--- src/rtl/dll_tx_framer.sv ---
// Transmit framer: header + BURST payload words + trailer check word on a valid/ready link.
// Define DLL_CRC12_EN to make the trailer a CRC-12 (0x80F) instead of the XOR of the payload.
module dll_tx_framer #(
  parameter int unsigned BURST  = 4,
  parameter logic [3:0]  MARKER = 4'hA
) (
  input  logic        clk,
  input  logic        reset,
  input  logic        enable,
  input  logic        fifo_empty,
  input  logic [11:0] fifo_data,
  output logic        fifo_pop,
  input  logic        tx_ready,
  output logic        tx_valid,
  output logic [11:0] tx_data,
  output logic        tx_sop,
  output logic        tx_eop,
  output logic [7:0]  seq_num,
  output logic [15:0] frames_sent
);

  typedef enum logic [1:0] {
    IDLE    = 2'd0,
    HDR     = 2'd1,
    PAYLOAD = 2'd2,
    TRAILER = 2'd3
  } state_t;

  localparam logic [3:0] LAST = 4'(BURST - 1);

  state_t      state, state_nxt;
  logic [3:0]  count;
  logic [11:0] acc;
  logic        ld;
  logic        load;
  logic [11:0] load_data;
  logic        load_sop;
  logic        load_eop;

  function automatic logic [11:0] check_step(input logic [11:0] a, input logic [11:0] d);
`ifdef DLL_CRC12_EN
    logic [11:0] c;
    logic        fb;
    c = a;
    for (int i = 11; i >= 0; i--) begin
      fb = c[11] ^ d[i];
      c  = {c[10:0], 1'b0};
      if (fb) c = c ^ 12'h80F;
    end
    return c;
`else
    return a ^ d;
`endif
  endfunction

  assign ld = !tx_valid || tx_ready;

  always_comb begin
    state_nxt = state;
    fifo_pop  = 1'b0;
    load      = 1'b0;
    load_data = tx_data;
    load_sop  = 1'b0;
    load_eop  = 1'b0;
    case (state)
      IDLE: begin
        if (enable && !fifo_empty) state_nxt = HDR;
      end
      HDR: begin
        if (ld) begin
          load      = 1'b1;
          load_data = {MARKER, seq_num};
          load_sop  = 1'b1;
          state_nxt = PAYLOAD;
        end
      end
      PAYLOAD: begin
        // Reset gates the pop so a word is never taken from the FIFO during reset.
        if (ld && !fifo_empty && !reset) begin
          fifo_pop  = 1'b1;
          load      = 1'b1;
          load_data = fifo_data;
          if (count == LAST) state_nxt = TRAILER;
        end
      end
      TRAILER: begin
        if (ld) begin
          load      = 1'b1;
          load_data = acc;
          load_eop  = 1'b1;
          state_nxt = (enable && !fifo_empty) ? HDR : IDLE;
        end
      end
      default: state_nxt = IDLE;
    endcase
  end

  always_ff @(posedge clk) begin
    if (reset) begin
      state       <= IDLE;
      tx_valid    <= 1'b0;
      tx_data     <= 12'h000;
      tx_sop      <= 1'b0;
      tx_eop      <= 1'b0;
      seq_num     <= 8'h00;
      frames_sent <= 16'h0000;
      count       <= 4'd0;
      acc         <= 12'h000;
    end else begin
      state <= state_nxt;
      if (load) begin
        tx_valid <= 1'b1;
        tx_data  <= load_data;
        tx_sop   <= load_sop;
        tx_eop   <= load_eop;
      end else if (tx_ready) begin
        tx_valid <= 1'b0;
      end
      if (state == HDR && ld) begin
        acc   <= 12'h000;
        count <= 4'd0;
      end else if (fifo_pop) begin
        acc   <= check_step(acc, fifo_data);
        count <= count + 4'd1;
      end
      if (state == TRAILER && ld) seq_num <= seq_num + 8'd1;
      if (tx_valid && tx_ready && tx_eop && frames_sent != 16'hFFFF)
        frames_sent <= frames_sent + 16'd1;
    end
  end

endmodule

--- config.mk ---
export PLATFORM = sky130hd
export DESIGN_NAME = dll_tx_framer
export DESIGN_NICKNAME = d
export VERILOG_FILES = /design/src/rtl/dll_tx_framer.sv
export SDC_FILE = /design/constraint.sdc
export NUM_CORES = 1
export LEC_CHECK = 0
export CAP_MARGIN = 5
export CORE_UTILIZATION = 40
export CTS_CLUSTER_DIAMETER = 60
export CTS_CLUSTER_SIZE = 40
export DETAILED_ROUTE_END_ITERATION = 7
export GPL_ROUTABILITY_DRIVEN = 0
export HOLD_SLACK_MARGIN = 0.12
export PLACE_DENSITY = 0.65
export SYNTH_ARGS = -nofsm -noshare
export SYNTH_HDL_FRONTEND = slang
export SYNTH_SLANG_ARGS = --single-unit
--- constraint.sdc ---
create_clock -name clk -period 5.1 [get_ports clk]
set_clock_uncertainty 0.05 [all_clocks]
set_input_delay 1.02 -clock clk [delete_from_list [all_inputs] [get_ports clk]]
set_output_delay 1.02 -clock clk [all_outputs]
set_load 0.01 [all_outputs]
==> impl_summary.log, run 1 <==
INFO  metric fin_cells = 437
INFO  metric grt_first_pass_wirelength = 10090 um
INFO  metric cts.hold.buffers_added = 0
INFO  metric multi_input_area = 1393 sq um
INFO  metric slew_viol_final = 0
INFO  metric post_route_cells_drive_above_1_share = 6.111%
INFO  metric critPathKind = in -> out
INFO  metric endpoint_kind = output port
INFO  metric synthTopCellsByCount = sky130_fd_sc_hd__nor2_1, sky130_fd_sc_hd__dfxtp_1, sky130_fd_sc_hd__nand2_1, sky130_fd_sc_hd__xor2_1, sky130_fd_sc_hd__nand3_1
INFO  metric drt_iter0_drc = 104
INFO  metric syn-cell-area = 2649 sq um
INFO  metric post_drt_wl_per_cell = 13.96 um
INFO  metric timing.critical_path.slowest_cell_delay = 0.57 ns
INFO  metric irDropWorstVdd = 195.3 uV
INFO  metric asyncSetResetFlopFracSynth = 0%
INFO  metric worst_hold_path_type = reg -> reg
INFO  metric drc = 0
INFO  metric synth_largest_area_cell = sky130_fd_sc_hd__dfxtp_1
INFO  metric design.final.nets = 382
INFO  metric combPwrFrac = 27.9%
INFO  metric via_count = 2316
INFO  metric max-slew-margin-rel = 49.52%
INFO  metric pin_count = 57
INFO  metric power.density_cell_area = 366.9 nW/um^2
INFO  metric post_cts_setup_repair_buffer_count = 0
INFO  metric initial_core_util = 41.48%
INFO  metric yosysWarnings = 0
INFO  metric first_global_vias = 2141
INFO  metric cts_tree = done
INFO  metric part_of_the_cycle_the_worst_path_needs = 70.54%
INFO  metric post_cts_resize_count = 0
INFO  metric synth_seq_cells = 57
INFO  metric synthDistinctLibCells = 37
INFO  metric result_of_the_run = finished, final reports clean
INFO  metric timing.critical_path.arrival = 2.53 ns
INFO  metric path_max_fanout = 6
INFO  metric fin_tns_setup = 0 ns
INFO  metric drtPass1Iterations = 4
INFO  metric worst_slew_pin_slew = 0.7572 ns
INFO  metric cp_cell_sequence = clkdlybuf4s50_1 > nand2b_4 > and3_1 > clkdlybuf4s50_1
INFO  metric track_usage = 18.25%
INFO  metric chipHeight = 83.38 um
INFO  metric power.leakage = 1.194 nW
INFO  metric post-synth-top-area-fraction = 43.08%
INFO  metric synth_enable_flop_cells = 0
INFO  metric syn2layout_area_growth = 28.11%
INFO  metric drv_cap = 0
INFO  metric ctsLongestPathBuffers = 2
INFO  metric post-place-cells = 423
INFO  metric post-synth-top-count-cell = sky130_fd_sc_hd__nor2_1
INFO  metric vias_per_cell = 5.300
INFO  metric numClockSinks = 57
INFO  metric wirelength = 6100 um
INFO  metric power_switching_share = 31.94%
INFO  metric maximum_number_of_pins_on_one_net_before_global_route_repair = 43
INFO  metric coreArea = 6386 sq um
INFO  metric clk_root_buffer_cell = sky130_fd_sc_hd__clkbuf_8
INFO  metric hpwlAfterDp = 4115 um
INFO  metric syn_area_per_cell = 8.742 sq um
INFO  metric grt_overflow = 0
INFO  metric internal-power = 0.8474 mW
INFO  metric num_cts_buffers = 9
INFO  metric hold_viol = 0
INFO  metric clock_power_share = 29.5%
INFO  metric cpMostUsedCell = sky130_fd_sc_hd__clkdlybuf4s50_1
INFO  metric max_freq = 0.2780 GHz
INFO  metric synth_top_cells_by_area = sky130_fd_sc_hd__dfxtp_1, sky130_fd_sc_hd__xor2_1, sky130_fd_sc_hd__nor2_1, sky130_fd_sc_hd__nand2_1, sky130_fd_sc_hd__ha_1
INFO  metric finalCriticalPeriod = 3.598 ns
INFO  metric antenna_violating_nets_post_route = 0
INFO  metric seqCellArea = 1141 sq um
INFO  metric share_seq_of_total_power = 42.6%
INFO  metric cp-start-kind = primary input
INFO  metric dieWidth = 83.38 um
INFO  metric synth-seq-area-share = 43.08%
INFO  metric number_of_antenna_repair_diodes = 0
INFO  metric die_outline_area = 6951 sq um
INFO  metric worst_setup_hold_path_clk_slew = 0.07 ns
INFO  metric netSwitchingPower = 0.3978 mW
INFO  metric setup_viol = 0
INFO  metric ys_dominant_reg_cell = sky130_fd_sc_hd__dfxtp_1
INFO  metric synth_cells = 303
INFO  metric cts.htree.levels = 3
INFO  metric required = 4.03 ns
INFO  metric portBuffers = 56
INFO  metric setup_repair_after_global_routing_missed_its_margin = false
INFO  metric syn_nets = 328
INFO  metric crit_slowest_cell = sky130_fd_sc_hd__clkdlybuf4s50_1
INFO  metric fillerInstances = 597
INFO  metric number_of_antenna_violations_at_the_first_check_in_global_routing = 0
INFO  metric clk_latency = 0.32 ns
INFO  metric std_cell_rows = 29
-- power by group through the flow --
stage | clock network (mW) | logic, mW | registers (mW)
3_3_place_gp | 0 | 0.343 | 0.539
4_1_cts | 0.376 | 0.349 | 0.530
3_5_place_dp | 0 | 0.348 | 0.539
6_report | 0.368 | 0.347 | 0.530
5_1_grt | 0.400 | 0.379 | 0.536
2_1_floorplan | 0 | 0.213 | 0.550
-- metrics by stage --
stage | hold WS (ns) | utilization [%] | area (sq um) | power, mW | setup WS, ns
6_report | 0.4460 | 53.13 | 3393 | 1.245 | 1.502
5_1_grt | 0.4643 | 53.13 | 3393 | 1.315 | 1.427
4_1_cts | 0.4473 | 53.13 | 3393 | 1.256 | 1.469
3_5_place_dp | 0.4314 | 50.49 | 3224 | 0.8864 | 1.481
3_3_place_gp | 0.4215 | 50.49 | 3224 | 0.8823 | 1.517
2_1_floorplan | 0.4291 | - | 2649 | 0.7625 | 2.331
-- critical path, delay by kind of cell --
family        cells  cell delay (ns)
simple gates      2             0.41
buf+inv           2             1.08
-- sequential cells by signal, summed over array words and instances, names as in the netlist --
| signal | flops |
|---|---|
| frames_sent | 16 |
| tx_data | 12 |
| tx_sop | 1 |
| state | 2 |
| tx_valid | 1 |
| count | 4 |
| tx_eop | 1 |
| acc | 12 |
| seq_num | 8 |
-- layout by cell type (no fill, tap or decap), drive strengths merged, types with 3 or more instances in the layout --
cell            n
ha              8
or3             3
dfxtp          57
a221oi          3
nand4           9
nand2          31
a22oi          11
nor3            8
xor2           27
nor2           60
and4            3
a21oi           5
a211oi          3
clkdlybuf4s50  56
mux2i           4
clkbuf         11
o21ai           6
nand3          12
xnor2           4
a311oi          9
inv             5
and3            7
-- per-layer routing --
| layer | part of all wire [%] | track usage (%) |
|---|---|---|
| met1 | 47 | 22.37 |
| met3 | 4.9 | 4.374 |
| met4 | 0.98 | 7.680 |
| met5 | 0 | 0 |
| met2 | 47 | 30.55 |
-- path summary, 6_finish.rpt --
path                           start                      end  slack (ns)  depth (start not counted)
min reg2reg  tx_data[4]$_SDFFE_PP0P_  tx_data[4]$_SDFFE_PP0P_        0.45                          2
max                         tx_ready                 fifo_pop        1.50                          4
max reg2reg    state[0]$_SDFFE_PP0P_  tx_data[2]$_SDFFE_PP0P_        2.36                          7
min          tx_data[4]$_SDFFE_PP0P_  tx_data[4]$_SDFFE_PP0P_        0.45                          2
-- cell type report --
class,instances,area share [%]
flip-flops and latches,57,33.63
clock inverters,3,0.5162
well taps,77,2.839
clock buffers,11,4.462
inverters,5,0.5531
multi-input cells,226,41.04
repair buffers,58,16.96
-- cell families (layout without fill, tap and decap cells) --
logic type	Yosys count	after routing	share of synthesized area, %
and+or+nand+nor	140	140	25.27
muxes	4	4	1.512
buffers and inverters	20	77	4.346
DFF	57	57	43.08
AOI/OAI and AO/OA	43	43	11.76
xor gates and xnor gates	31	31	10.25
adders and majority gates	8	8	3.779
Note: power is estimated with default switching activity, not from simulation.
==> inputs of run 2 (changes only) <==
--- a/config.mk
+++ b/config.mk
@@ -12,7 +12,7 @@
 export DETAILED_ROUTE_END_ITERATION = 7
 export GPL_ROUTABILITY_DRIVEN = 0
 export HOLD_SLACK_MARGIN = 0.12
-export PLACE_DENSITY = 0.65
+export PLACE_DENSITY = 0.68
 export SYNTH_ARGS = -nofsm -noshare
 export SYNTH_HDL_FRONTEND = slang
 export SYNTH_SLANG_ARGS = --single-unit
==> constraint.sdc (replaced) <==
create_clock -name clk -period 3.3 [get_ports clk]
set_clock_uncertainty 0.05 [all_clocks]
set_input_delay 0.66 -clock clk [delete_from_list [all_inputs] [get_ports clk]]
set_output_delay 0.66 -clock clk [all_outputs]
set_load 0.01 [all_outputs]
==> run 2 against run 1 <==
- core utilization unchanged
- global-route usage decreased by 0.29 points
- count of clock-buffer cells in the layout unchanged
- final area did not move
- highest routed layer unchanged
==> impl_summary.log, run 2 (same netlist as run 1, synthesis figures left out) <==
INFO  metric clk_latency = 0.33 ns (was 0.32 ns)
INFO  metric crit_slowest_cell = sky130_fd_sc_hd__clkdlybuf4s50_1 (unchanged)
INFO  metric drv_cap = 0 (unchanged)
INFO  metric drtPass1Iterations = 4 (unchanged)
INFO  metric via_count = 2320 (was 2316)
INFO  metric worst_hold_path_type = reg -> reg (unchanged)
INFO  metric coreArea = 6386 sq um (unchanged)
INFO  metric worst_setup_hold_path_clk_slew = 0.07 ns (about the same)
INFO  metric pin_count = 57 (unchanged)
INFO  metric cp_cell_sequence = clkdlybuf4s50_1 > nand2b_4 > and3_1 > clkdlybuf4s50_1 (unchanged)
INFO  metric layout_commonest_cell = sky130_fd_sc_hd__nor2_1 (unchanged)
INFO  metric drc = 0 (unchanged)
INFO  metric final_design_instance_area_without_fill = 3393 sq um (unchanged)
INFO  metric track_usage = 17.96% (was 18.25%)
INFO  metric finalCriticalPeriod = 2.899 ns
INFO  metric vias_per_cell = 5.285 (was 5.300)
INFO  metric timing.critical_path.arrival = 2.19 ns (was 2.53 ns)
INFO  metric fin_tns_setup = 0 ns (unchanged)
INFO  metric maximum_number_of_pins_on_one_net_before_global_route_repair = 43 (unchanged)
INFO  metric syn2layout_area_growth = 28.11% (unchanged)
INFO  metric cts_tree = done (unchanged)
INFO  metric std_cell_rows = 29 (unchanged)
INFO  metric endpoint_kind = output port (unchanged)
INFO  metric number_of_antenna_repair_diodes = 0 (unchanged)
INFO  metric required = 2.59 ns (was 4.03 ns)
INFO  metric largest_register_ff_count = 16 (unchanged)
INFO  metric result_of_the_run = finished, final reports clean (unchanged)
INFO  metric ctsLongestPathBuffers = 2 (unchanged)
INFO  metric placedInstanceArea = 3232 sq um (was 3224 sq um)
INFO  metric largestRegisters = frames_sent: 16 flops, acc: 12 flops, tx_data: 12 flops (unchanged)
INFO  metric regMostFlops = frames_sent (unchanged)
INFO  metric hold_viol = 0 (unchanged)
INFO  metric number_of_antenna_violations_at_the_first_check_in_global_routing = 0 (unchanged)
INFO  metric hpwlAfterDp = 4140 um (was 4115 um)
INFO  metric crit_path_leading_delay_family = buffers and inverters (unchanged)
INFO  metric max_freq = 0.3450 GHz
INFO  metric setup_repair_after_global_routing_missed_its_margin = false (unchanged)
INFO  metric num_cts_buffers = 9 (unchanged)
INFO  metric register_to_register_setup_slack = 1.11 ns (was 2.36 ns)
INFO  metric grt_overflow = 0 (unchanged)
INFO  metric fillerInstances = 613 (was 597)
INFO  metric antenna_violating_nets_post_route = 0 (unchanged)
INFO  metric clk_root_buffer_cell = sky130_fd_sc_hd__clkbuf_8 (unchanged)
INFO  metric numClockSinks = 57 (unchanged)
INFO  metric drt_iter0_drc = 126 (was 104)
INFO  metric initial_core_util = 41.48% (unchanged)
INFO  metric post_cts_resize_count = 0 (unchanged)
INFO  metric seqCellArea = 1141 sq um (unchanged)
INFO  metric power.density_cell_area = 561.6 nW/um^2 (was 366.9 nW/um^2)
INFO  metric die_outline_area = 6951 sq um (unchanged)
INFO  metric grt_first_pass_wirelength = 10160 um (was 10090 um)
INFO  metric post_drt_wl_per_cell = 13.66 um (was 13.96 um)
INFO  metric multi_input_area = 1393 sq um (unchanged)
INFO  metric cpMostUsedCell = sky130_fd_sc_hd__clkdlybuf4s50_1 (unchanged)
INFO  metric first_global_vias = 2224 (was 2141)
INFO  metric critPathKind = in -> out (unchanged)
INFO  metric cts.hold.buffers_added = 0 (unchanged)
INFO  metric post_route_cells_drive_above_1_share = 6.354% (was 6.111%)
INFO  metric dieWidth = 83.38 um (unchanged)
INFO  metric slew_viol_final = 0 (unchanged)
INFO  metric path_max_fanout = 6 (unchanged)
INFO  metric wirelength = 5997 um (was 6100 um)
INFO  metric part_of_the_cycle_the_worst_path_needs = 87.84%
INFO  metric cts.htree.levels = 3 (unchanged)
INFO  metric cp-start-kind = primary input (unchanged)
INFO  metric timing.critical_path.slowest_cell_delay = 0.57 ns (about the same)
INFO  metric irDropWorstVdd = 323.4 uV (was 195.3 uV)
INFO  metric setup_viol = 0 (unchanged)
INFO  metric design.final.nets = 383 (was 382)
INFO  metric worst_slew_pin_slew = 0.6994 ns (was 0.7572 ns)
INFO  metric power.leakage = 1.201 nW (was 1.194 nW)
INFO  metric max-slew-margin-rel = 53.37% (was 49.52%)
INFO  metric portBuffers = 56 (unchanged)
INFO  metric chipHeight = 83.38 um (unchanged)
INFO  metric bufs_and_invs_on_worst_path = 2 (unchanged)
INFO  metric layout.cells.most_common_list = sky130_fd_sc_hd__nor2_1, sky130_fd_sc_hd__dfxtp_1, sky130_fd_sc_hd__clkdlybuf4s50_1 (unchanged)
INFO  metric post_cts_setup_repair_buffer_count = 0 (unchanged)
run 2: through the flow:
stage | utilization, % | hold slack, ns | power (mW) | worst slack, ns | cells
after CTS | 53.13 | 0.4570 | 1.926 | 0.4041 | 439
after floorplan | - | 0.4291 | 1.178 | 1.251 | 303
final | 53.13 | 0.4511 | 1.905 | 0.4011 | 439
after detailed placement | 50.61 | 0.4415 | 1.370 | 0.4289 | 424
after global routing | 53.13 | 0.4777 | 2.024 | 0.3484 | 439
after global placement | 50.61 | 0.4385 | 1.360 | 0.4143 | 424
run 2: power by group:
| group | internal, mW | switching (mW) | leakage, nW |
|---|---|---|---|
| logic | 0.246 | 0.286 | 0.652 |
| clock network | 0.283 | 0.267 | 0.0887 |
| registers | 0.764 | 0.0596 | 0.460 |
run 2: area by class of cell:
| cell class | instances | area share, % |
|---|---|---|
| clock buffers | 11 | 4.167 |
| clock inverters | 4 | 0.5900 |
| repair buffers | 59 | 17.18 |
| well taps | 77 | 2.839 |
| inverters | 5 | 0.5531 |
| multi-input cells | 226 | 41.04 |
| flip-flops and latches | 57 | 33.63 |
run 2: worst paths after layout:
path	end	depth (start not counted)	from
hold / removal	tx_data[0]$_SDFFE_PP0P_	2	tx_data[0]$_SDFFE_PP0P_
setup reg to reg	seq_num[7]$_SDFFE_PP0P_	6	state[1]$_SDFFE_PP0P_
hold reg to reg	tx_data[0]$_SDFFE_PP0P_	2	tx_data[0]$_SDFFE_PP0P_
setup / recovery	fifo_pop	4	tx_ready
run 2: layer usage:
metal / global-route usage, % / vias to the layer above / share of wire (%)
li1: - / 1166 / -
met1: 22.66 / 1089 / 47
met2: 28.76 / 61 / 47
met3: 6.561 / 4 / 5.5
met4: 5.016 / 0 / 0.45
met5: 0 / - / 0
run 2: worst min-delay path: stages (launching register included):
cell	delay (ns)
sky130_fd_sc_hd__dfxtp_1	0.31
sky130_fd_sc_hd__nor2_1	0.09
sky130_fd_sc_hd__a311oi_1	0.05
==> inputs of run 3 (changes only) <==
--- a/config.mk
+++ b/config.mk
@@ -5,7 +5,7 @@
 export SDC_FILE = /design/constraint.sdc
 export NUM_CORES = 1
 export LEC_CHECK = 0
-export CAP_MARGIN = 5
+export CAP_MARGIN = 20
 export CORE_UTILIZATION = 40
 export CTS_CLUSTER_DIAMETER = 60
 export CTS_CLUSTER_SIZE = 40
==> results of run 3 <==
Final layout, timing and power as in run 2 (identical DEF).
